## src/rtl/bcd_pkg.sv

```systemverilog
// Shared types and constants for the BCD conversion scheduler.
// Optional digit blanking is enabled by defining BCD_SCHED_BLANK_EN.
package bcd_pkg;

  localparam int NREQ_DEF  = 3;
  localparam int BIN_W_DEF = 8;
  localparam logic [3:0] BLANK = 4'hF;

  typedef enum logic [1:0] {
    ST_IDLE  = 2'd0,
    ST_LOAD  = 2'd1,
    ST_SHIFT = 2'd2,
    ST_DONE  = 2'd3
  } state_t;

  function automatic logic [3:0] add3(input logic [3:0] d);
    return (d >= 4'd5) ? (d + 4'd3) : d;
  endfunction

endpackage

```

## src/rtl/bcd_scheduler_if.sv

```systemverilog
// Request/result bus between requesters (master) and the shared converter (slave).
interface bcd_scheduler_if #(
  parameter int NREQ  = bcd_pkg::NREQ_DEF,
  parameter int BIN_W = bcd_pkg::BIN_W_DEF
);
  logic [NREQ-1:0]       req;
  logic [NREQ*BIN_W-1:0] bin_flat;
  logic [NREQ-1:0]       ack;
  logic                  out_valid;
  logic [1:0]            out_id;
  logic [3:0]            hundreds;
  logic [3:0]            tens;
  logic [3:0]            ones;
  logic                  busy;

  modport master (output req, bin_flat,
                  input  ack, out_valid, out_id, hundreds, tens, ones, busy);
  modport slave  (input  req, bin_flat,
                  output ack, out_valid, out_id, hundreds, tens, ones, busy);
endinterface

```

## src/rtl/bcd_serial.sv

```systemverilog
// Serial shift-add-3 binary-to-BCD engine, one operand bit per cycle, MSB first.
module bcd_serial
  import bcd_pkg::*;
#(
  parameter int BIN_W = BIN_W_DEF
) (
  input  logic             clk,
  input  logic             rst,
  input  logic             start,
  input  logic [BIN_W-1:0] operand,
  output logic             done,
  output logic [3:0]       hundreds,
  output logic [3:0]       tens,
  output logic [3:0]       ones
);
  localparam int CNT_W = $clog2(BIN_W);

  logic [BIN_W-1:0] sr_q, sr_d, sr_n_s;
  logic [11:0]      bcd_q, bcd_d, bcd_n_s, adj_s;
  logic [CNT_W-1:0] cnt_q, cnt_d;
  logic             active_q, active_d;

  // One shift step; digit outputs show the post-step value so the final
  // shift and the caller's capture happen on the same edge.
  always_comb begin
    adj_s             = {add3(bcd_q[11:8]), add3(bcd_q[7:4]), add3(bcd_q[3:0])};
    {bcd_n_s, sr_n_s} = {adj_s, sr_q} << 1;
    done              = active_q && (cnt_q == CNT_W'(BIN_W - 1));
    hundreds          = bcd_n_s[11:8];
    tens              = bcd_n_s[7:4];
    ones              = bcd_n_s[3:0];
  end

  always_comb begin
    sr_d     = sr_q;
    bcd_d    = bcd_q;
    cnt_d    = cnt_q;
    active_d = active_q;
    if (start) begin
      sr_d     = operand;
      bcd_d    = 12'd0;
      cnt_d    = '0;
      active_d = 1'b1;
    end else if (active_q) begin
      sr_d     = sr_n_s;
      bcd_d    = bcd_n_s;
      cnt_d    = cnt_q + CNT_W'(1);
      active_d = !done;
    end else begin
      active_d = 1'b0;
    end
  end

  always_ff @(posedge clk or negedge rst) begin
    if (!rst) begin
      sr_q     <= '0;
      bcd_q    <= 12'd0;
      cnt_q    <= '0;
      active_q <= 1'b0;
    end else begin
      sr_q     <= sr_d;
      bcd_q    <= bcd_d;
      cnt_q    <= cnt_d;
      active_q <= active_d;
    end
  end

endmodule

```

## src/rtl/bcd_scheduler.sv

```systemverilog
// Round-robin arbiter and FSM sharing one serial BCD converter among NREQ requesters.
// Define BCD_SCHED_BLANK_EN to blank leading zero digits to 4'hF.
module bcd_scheduler
  import bcd_pkg::*;
#(
  parameter int NREQ  = NREQ_DEF,
  parameter int BIN_W = BIN_W_DEF
) (
  input  logic            clk,
  input  logic            rst,
  bcd_scheduler_if.slave  bus
);
  state_t           state_q, state_d;
  logic [1:0]       grant_q, grant_d, last_q, last_d, id_q, id_d, pick_s;
  logic             pick_valid_s;
  logic [3:0]       req_ext_s;
  logic [NREQ-1:0]  ack_q, ack_d;
  logic             valid_q, valid_d, busy_q, busy_d;
  logic [3:0]       hun_q, hun_d, ten_q, ten_d, one_q, one_d;
  logic             eng_start_s, eng_done_s;
  logic [BIN_W-1:0] eng_operand_s;
  logic [3:0]       eng_h_s, eng_t_s, eng_o_s;

  bcd_serial #(.BIN_W(BIN_W)) u_serial (
    .clk      (clk),
    .rst      (rst),
    .start    (eng_start_s),
    .operand  (eng_operand_s),
    .done     (eng_done_s),
    .hundreds (eng_h_s),
    .tens     (eng_t_s),
    .ones     (eng_o_s)
  );

  // Descending scan so the smallest offset from last_q wins.
  always_comb begin
    req_ext_s    = 4'(bus.req);
    pick_s       = last_q;
    pick_valid_s = 1'b0;
    for (int i = NREQ; i >= 1; i--) begin
      if (req_ext_s[2'((int'(last_q) + i) % NREQ)]) begin
        pick_s       = 2'((int'(last_q) + i) % NREQ);
        pick_valid_s = 1'b1;
      end
    end
  end

  always_comb begin
    state_d       = state_q;
    grant_d       = grant_q;
    last_d        = last_q;
    id_d          = id_q;
    ack_d         = '0;
    valid_d       = 1'b0;
    hun_d         = hun_q;
    ten_d         = ten_q;
    one_d         = one_q;
    eng_start_s   = 1'b0;
    eng_operand_s = BIN_W'(bus.bin_flat >> (int'(grant_q) * BIN_W));
    case (state_q)
      ST_IDLE: begin
        if (pick_valid_s) begin
          grant_d = pick_s;
          last_d  = pick_s;
          state_d = ST_LOAD;
        end else begin
          state_d = ST_IDLE;
        end
      end
      ST_LOAD: begin
        eng_start_s = 1'b1;
        state_d     = ST_SHIFT;
      end
      ST_SHIFT: begin
        if (eng_done_s) begin
          state_d = ST_DONE;
          ack_d   = {{(NREQ-1){1'b0}}, 1'b1} << grant_q;
          valid_d = 1'b1;
          id_d    = grant_q;
`ifdef BCD_SCHED_BLANK_EN
          hun_d   = (eng_h_s == 4'd0) ? BLANK : eng_h_s;
          ten_d   = ((eng_h_s == 4'd0) && (eng_t_s == 4'd0)) ? BLANK : eng_t_s;
`else
          hun_d   = eng_h_s;
          ten_d   = eng_t_s;
`endif
          one_d   = eng_o_s;
        end else begin
          state_d = ST_SHIFT;
        end
      end
      ST_DONE:  state_d = ST_IDLE;
      default:  state_d = ST_IDLE;
    endcase
    busy_d = (state_d != ST_IDLE);
  end

  always_ff @(posedge clk or negedge rst) begin
    if (!rst) begin
      state_q <= ST_IDLE;
      grant_q <= 2'd0;
      last_q  <= 2'(NREQ - 1);
      id_q    <= 2'd0;
      ack_q   <= '0;
      valid_q <= 1'b0;
      busy_q  <= 1'b0;
      hun_q   <= 4'd0;
      ten_q   <= 4'd0;
      one_q   <= 4'd0;
    end else begin
      state_q <= state_d;
      grant_q <= grant_d;
      last_q  <= last_d;
      id_q    <= id_d;
      ack_q   <= ack_d;
      valid_q <= valid_d;
      busy_q  <= busy_d;
      hun_q   <= hun_d;
      ten_q   <= ten_d;
      one_q   <= one_d;
    end
  end

  assign bus.ack       = ack_q;
  assign bus.out_valid = valid_q;
  assign bus.out_id    = id_q;
  assign bus.hundreds  = hun_q;
  assign bus.tens      = ten_q;
  assign bus.ones      = one_q;
  assign bus.busy      = busy_q;

endmodule

```

## src/flat_wrapper.sv

```systemverilog
// flat-port wrapper written by rule: the top's interface ports become plain ports
module bcd_scheduler_flat import bcd_pkg::*;
#(
  parameter int NREQ  = NREQ_DEF,
  parameter int BIN_W = BIN_W_DEF
)
  (clk, rst, bus_req, bus_bin_flat, bus_ack, bus_out_valid, bus_out_id, bus_hundreds, bus_tens, bus_ones, bus_busy);
  bcd_scheduler_if #(.NREQ(NREQ), .BIN_W(BIN_W)) bus_i ();
  input  logic clk;
  input  logic rst;
  input wire logic [$bits(bus_i.req)-1:0] bus_req;
  input wire logic [$bits(bus_i.bin_flat)-1:0] bus_bin_flat;
  output wire logic [$bits(bus_i.ack)-1:0] bus_ack;
  output wire logic [$bits(bus_i.out_valid)-1:0] bus_out_valid;
  output wire logic [$bits(bus_i.out_id)-1:0] bus_out_id;
  output wire logic [$bits(bus_i.hundreds)-1:0] bus_hundreds;
  output wire logic [$bits(bus_i.tens)-1:0] bus_tens;
  output wire logic [$bits(bus_i.ones)-1:0] bus_ones;
  output wire logic [$bits(bus_i.busy)-1:0] bus_busy;
  assign bus_i.req = bus_req;
  assign bus_i.bin_flat = bus_bin_flat;
  assign bus_ack = bus_i.ack;
  assign bus_out_valid = bus_i.out_valid;
  assign bus_out_id = bus_i.out_id;
  assign bus_hundreds = bus_i.hundreds;
  assign bus_tens = bus_i.tens;
  assign bus_ones = bus_i.ones;
  assign bus_busy = bus_i.busy;
  bcd_scheduler #(.NREQ(NREQ), .BIN_W(BIN_W)) u_core (.clk(clk), .rst(rst), .bus(bus_i));
endmodule
```

## config.mk

```make
export PLATFORM = sky130hd
export DESIGN_NAME = bcd_scheduler_flat
export DESIGN_NICKNAME = d
export VERILOG_FILES = /design/src/rtl/bcd_pkg.sv /design/src/rtl/bcd_scheduler_if.sv /design/src/rtl/bcd_serial.sv /design/src/rtl/bcd_scheduler.sv /design/src/flat_wrapper.sv
export SDC_FILE = /design/constraint.sdc
export NUM_CORES = 1
export LEC_CHECK = 0
export BUFFER_PORTS_ARGS = -buffer_cell sky130_fd_sc_hd__buf_2
export CAP_MARGIN = 5
export CORE_ASPECT_RATIO = 1.2
export CORE_UTILIZATION = 55
export DETAILED_ROUTE_END_ITERATION = 10
export PLACE_DENSITY = 0.83
export SLEW_MARGIN = 10
export SYNTH_ARGS = -nofsm -noshare
export SYNTH_HDL_FRONTEND = slang
export SYNTH_SLANG_ARGS = --single-unit
```

## constraint.sdc

```tcl
create_clock -name clk -period 2.9 [get_ports clk]
set_input_delay 0 -clock clk [delete_from_list [all_inputs] [get_ports clk]]
set_output_delay 0 -clock clk [all_outputs]
set_load 0.01 [all_outputs]
```

; ---- Word level (Yosys, flattened, before mapping)
; Index checks and enable logic that the tools add are counted.
[word_totals]
regBits = 49
inputBits = 29
output_inout_bits = 19
elab_cells = 77
[classes]
add_sub_neg = 7
n_div = 3
order_cmp = 6
eq_ne = 4
shifts = 2
mux = 34
reduce_logical = 7
[ops]
columns = op, n
row1 = "remainder unit 32 x 3 -> 32 bit, second input constant", 3
row2 = 2-to-1 mux 12 bit, 2
row3 = right shift 24 x 5 -> 8 bit, 1
row4 = 2-to-1 mux 1 bit, 16
row5 = 2-to-1 mux 8 bit, 2
row6 = 2-to-1 mux 3 bit, 5
row7 = ">= comparator 4 x 3 -> 1 bit, second input constant", 3
row8 = "< comparator 2 x 4 -> 1 bit, second input constant", 3
row9 = "adder 4 x 2 -> 4 bit, second input constant", 2
row10 = 2-to-1 mux 4 bit, 2
row11 = case mux 2 bit (4 select lines), 1
row12 = "adder 2 x 2 -> 3 bit, second input constant", 2
row13 = binary-select mux 1 bit (select 2 bit), 3
row14 = 2-to-1 mux 2 bit, 3
row15 = "== test 2 bit, second input constant", 2
row16 = AND reduction 2 bit, 2
row17 = nonzero test 2 bit, 2
row18 = "adder 2 x 1 -> 3 bit, second input constant", 1
row19 = "adder 3 x 1 -> 3 bit, second input constant", 1
row20 = "adder 3 x 2 -> 3 bit, second input constant", 1
row21 = "== test 3 bit, second input constant", 1
row22 = "<< shifter 1 x 2 -> 3 bit, first input constant", 1
row23 = "== test 2 x 1 -> 1 bit, second input constant", 1
row24 = zero test 2 bit, 1
row25 = other kinds (2), 2

; ---- Longest topological paths before layout
[logic_depth]
ltp_word = 11
depth_mapped = 8
depth_no_buf = 7

; ---- Cells and area by module
; From an unflattened synthesis, not the netlist that was laid out.
[unflattened]
cells_unflattened = 266
area_unflattened_um2 = 2697.6
[modules_own_cells]
columns = mod, instances, cells_each, area_each_um2, seq_area_each_um2
row1 = bcd_serial, 1, 148, 1408.9, 600.6
row2 = bcd_scheduler, 1, 118, 1288.7, 601.8

; ---- Least setup slack after synthesis
; OpenSTA, ideal clock, no wires.
[synth_timing]
path_type = register -> register
startpoint = reg u_core.last_q[0]
endpoint = reg u_core.busy_q, in the netlist u_core.bus.busy
setup_ps = 131
arrival_ps = 1886
required_ps = 2769
path_slack_ps = 883
stages_incl_launch_ff = 9
path_buffers = 1
synth_period_minus_slack_ps = 2017
cell_sequence = dfrtp_1 > buf_2 > inv_1 > ha_1 > nand2_1 > a22oi_1 > o21ai_1 > o31a_2 > or3_1
[synth_between]
elab_chain_len = 11
[synth_rtl]
columns = item, line
row1 = from (decl), bcd_scheduler.sv:14  ; logic [1:0] grant_q, grant_d, last_q, last_d, id_q, id_d, pick_s;
row2 = from (signal assigned), bcd_scheduler.sv:102  ; last_q <= 2'(NREQ - 1);
row3 = from (signal assigned), bcd_scheduler.sv:113  ; last_q <= last_d;
row4 = adder 2 x 2 -> 3 bit, bcd_scheduler.sv:41  ; if (req_ext_s[2'((int'(last_q) + i) % NREQ)]) begin
row5 = remainder unit 32 x 3 -> 32 bit, bcd_scheduler.sv:41
row6 = binary-select mux 1 bit (select 2 bit), bcd_scheduler.sv:41
row7 = 2-to-1 mux 1 bit (implied by the code) (2 in series), bcd_scheduler.sv:41
row8 = 2-to-1 mux 1 bit (2 in series), bcd_scheduler.sv:41
row9 = 2-to-1 mux 1 bit *, bcd_scheduler.sv:41
row10 = 2-to-1 mux 1 bit *, bcd_scheduler.sv:62  ; if (pick_valid_s) begin
row11 = case mux 2 bit (4 select lines) *, bcd_scheduler.sv:60  ; case (state_q)
row12 = nonzero test 2 bit *, bcd_scheduler.sv:95  ; busy_d = (state_d != ST_IDLE);
row13 = via u_core.busy_d, bcd_scheduler.sv:18  ; logic valid_q, valid_d, busy_q, busy_d;
row14 = to (signal assigned), bcd_scheduler.sv:117  ; busy_q <= busy_d;
row15 = to (decl), bcd_scheduler.sv:18
; Mark *: on every way through the listed nets, which the timed path passes. The rest lies on a longest branch. The select of a mux whose other input is x is not followed.
; A chain may end at the register's enable or synchronous reset.

; ---- Final worst setup path
[layout_timing]
startpoint = reg u_core.last_q[1]
endpoint = reg u_core.busy_q, in the netlist u_core.bus.busy
; The elaborated chain is that of the path after synthesis.

==> metrics.md <==
| Metric | Value |
|---|---|
| Placed cell area | 2810 um2 |
| Fin Setup TNS | 0 ns |
| Startpoint Class | flop |
| Area Growth Syn to Fin | 15.3% |
| Post-route clock period utilization | between 70 and 80% |
| Routed length on met2 | 2.24 mm |
| Total design power | ~0.003 W |
| Hold-fix buffers, CTS | 1 |
| Clk_lat worst skew | 0.30 ns |
| Largest net degree at the start of global routing | 49 |
| Gpl congestion | 0.789 |
| Clock Path Buffers | 2 |
| DPL Wire Length | 3.21 mm |
| Fin nets | 349 |
| TritonCTS Buffers | 5 |
| WP buf/inv | 1 |
| Max Clock Freq | roughly 480 MHz |
| Crit end category | flop |
| Clock skew | 0.0105 ns |
| Metal-1 WL | 1.96 mm |
| Pwr/cell area | roughly 1000 nW/um2 |
| Total leakage power | 1.49 nW |
| # setup viols final | 0 |
| Met3 routed wirelength | 184 um |
| Worst-path maximum fanout | 9 |
| FFs w/ async S/R, synth | 100% |
| Seq cells post-synth | 48 |
| Final Cell Area | slightly below 3000 um2 |
| Drt drc | 0 |
| Psw | approximately 0.0012 W |
| Critical Path Max Stage Delay | approximately 0.56 ns |
| Share of post-route cells with drive strength above 1 | 22.2% |
| Cells after Synth | ~260 |
| Post-DR wirelength/cell | 12.2 um |
| Drt first pass iters | 4 |
| Setup CP Type | reg2reg |
| GRT overflow | 0 |
| Synth Warn # | 0 |
| Top Ports | 48 |
| Sequential area share after synthesis | a little under half |
| Sequential power share | a little under two fifths |
| Slew Limit Fails | 0 |
| Relative slew slack | 31.3% |
| N_diodes | 0 |
| Final cell count without fillers | 362 |
| Least-Margin Pin Slew | 1.03 ns |
| Net Sw Frac | 39.2% |
| Wire length of the first global-routing pass | around 8 mm |
| Num rows | 26 |
| Vias | between 1.5k and 2k |
| DR vias/cell | 5.20 |
| Slowest-stage cell, CP | dfstp_2 |
| Die Y | 76.2 um |
| I/O Buffers | 47 |
| Total clock sinks | 48 |
| Clock-pin slew on the worst setup and hold paths | roughly 0.080 ns |
| Synth cell types | 32 |
| Max Used Layer | met4 |
| CTS tree | built |
| Peak supply drop | approximately 0.7 mV |
| Internal | about 0.0018 W |
| Initial antenna violation count | 0 |
| Post-Route Utilization | 67.3% |
| Critical path, cell by cell | inv_1, ha_1, o21ai_0, a21boi_0, o31a_2, or3_1 |
| DP Cell Count | 353 |
| Cell Area, Synth | 2520 um2 |
| Routed WL | about 4.4 mm |
| Initial DRC count | 96 |
| GR Util All Layers | 20.0% |
| Post-route ant nets | 0 |
| Die width | around 64 um |
| Hold crit path type | in2reg |
| Top delay family on crit path | compound AO/OA/AOI/OAI gates |
| Ys flop type | dfrtp_1 |
| Syn Area/Cell | 9.75 um2 |
| Combinational power share | around 48% |
| Status | complete, no violations |
| Max-Cap Viols | 0 |
| Core area | 4330 um2 |
| Die area | 4870 um2 |
| Vias in the first global route | 1866 |
| Hold violation count in the final report | 0 |
| WP data required | 3.07 ns |
| Post-synth EDFFs | 0 |
| Max H-tree Level | 2 |
| Clk network pwr share | 13.7% |
| Clock root buffer | clkbuf_8 |
| Post-CTS setup buffer count | 0 |
| RSZ-0062 raised after global routing | false |
| Most frequent cells in the layout | buf_2 (47), dfrtp_1 (47), nand2_1 (38) |
| Starting Density | 58.4% |
| Period minus WS final | 2.10 ns |
| Worst endpoint data arrival time | 2.27 ns |
| Cts repair resizes | 0 |
| Syn_nets | 303 |
## cell families after synthesis
group | after synthesis | share of synthesized area [%]
multiplexers | 33 | 13.4
flip-flops | 48 | 47.6
AO/OA/AOI/OAI | 56 | 12.2
AND/OR/NAND/NOR | 74 | 13.4
buffers and inverters | 29 | 4.51
XOR/XNOR | 4 | 1.39
adder cells (fa/ha/maj) | 15 | 7.43
## power groups by stage
stage | registers [W] | clock network (W) | logic [W]
after floorplan | 0.00114 | 0 | 0.00108
after global placement | 0.00113 | 0 | 0.00138
after detailed placement | 0.00114 | 0 | 0.00144
after CTS | 0.00113 | 0.000425 | 0.00144
after global routing | 0.00117 | 0.000444 | 0.00163
final | 0.00113 | 0.000407 | 0.00143
## registers in the layout (all words and copies together), names as in the netlist
name / cells
u_core.u_serial.bcd_q: 12
u_core.u_serial.sr_q: 8
u_core.bus.hundreds: 4
u_core.bus.ones: 4
u_core.bus.tens: 4
u_core.bus.ack: 3
u_core.u_serial.cnt_q: 3
u_core.bus.out_id: 2
u_core.last_q: 2
u_core.state_q: 2
u_core.bus.busy: 1
u_core.bus.out_valid: 1
u_core.grant_q: 1
u_core.u_serial.active_q: 1
## path summary, 6_finish.rpt
kind	start	slack (ns)	to	cells after the start
min in group asynchronous	rst	0.42	u_core.bus.ones[2]$_DFFE_PN0P_	2
setup reg to reg	u_core.last_q[1]$_DFFE_PN1P_	0.80	u_core.bus.busy$_DFF_PN0_	6
hold reg to reg	u_core.bus.hundreds[0]$_DFFE_PN0P_	0.48	u_core.bus.hundreds[0]$_DFFE_PN0P_	2
setup / recovery	u_core.last_q[1]$_DFFE_PN1P_	0.80	u_core.bus.busy$_DFF_PN0_	6
max in group asynchronous	rst	1.85	u_core.u_serial.sr_q[4]$_DFFE_PN0P_	2
hold / removal	bus_bin_flat[20]	0.02	u_core.u_serial.sr_q[4]$_DFFE_PN0P_	5
## worst reg2reg max path, delay by kind of cell, from the launching register on
kind	cells	cell delay (ns)
AOI/OAI and AO/OA	3	0.61
DFF	1	0.56
adders and majority gates	1	0.38
buffers and inverters	1	0.07
and+or+nand+nor	1	0.36
## cells in the mapped netlist (2+ instances only)
cell	instances	area, um2
o21ai_0	33	165
nand3_1	5	25.0
nor3_1	2	10.0
xnor2_1	4	35.0
dfrtp_1	47	1180
nand2b_1	5	31.3
mux2i_1	26	260
nor2b_1	6	37.5
buf_2	3	15.0
nor3b_1	5	37.5
inv_1	16	60.1
a211oi_1	2	15.0
nor2_1	11	41.3
a21oi_1	12	60.1
clkbuf_1	8	30.0
ha_1	15	188
mux2_2	7	78.8
nand2_1	38	143
## layer usage
layer,vias up,GRT usage [%]
met1,867,23.2
met5,-,0
met4,0,4.77
li1,964,-
met3,3,4.49
met2,49,36.7
## metrics by stage
stage	hold slack, ns	setup slack [ns]
2_1_floorplan	-0.296	0.883
3_3_place_gp	0.233	0.885
3_5_place_dp	0.238	0.841
4_1_cts	0.0116	0.830
5_1_grt	0.0455	0.663
6_report	0.0158	0.804
## area by class of cell
type	count	area (um2)
timing repair buffer	52	275
fill	356	1420
multi-input combinational	182	1210
sequential	48	1200
clock inverter	1	7.51
inverter	16	60.1
tap	56	70.1
clock buffer	7	86.3
Power figures use the tool's default switching activity.
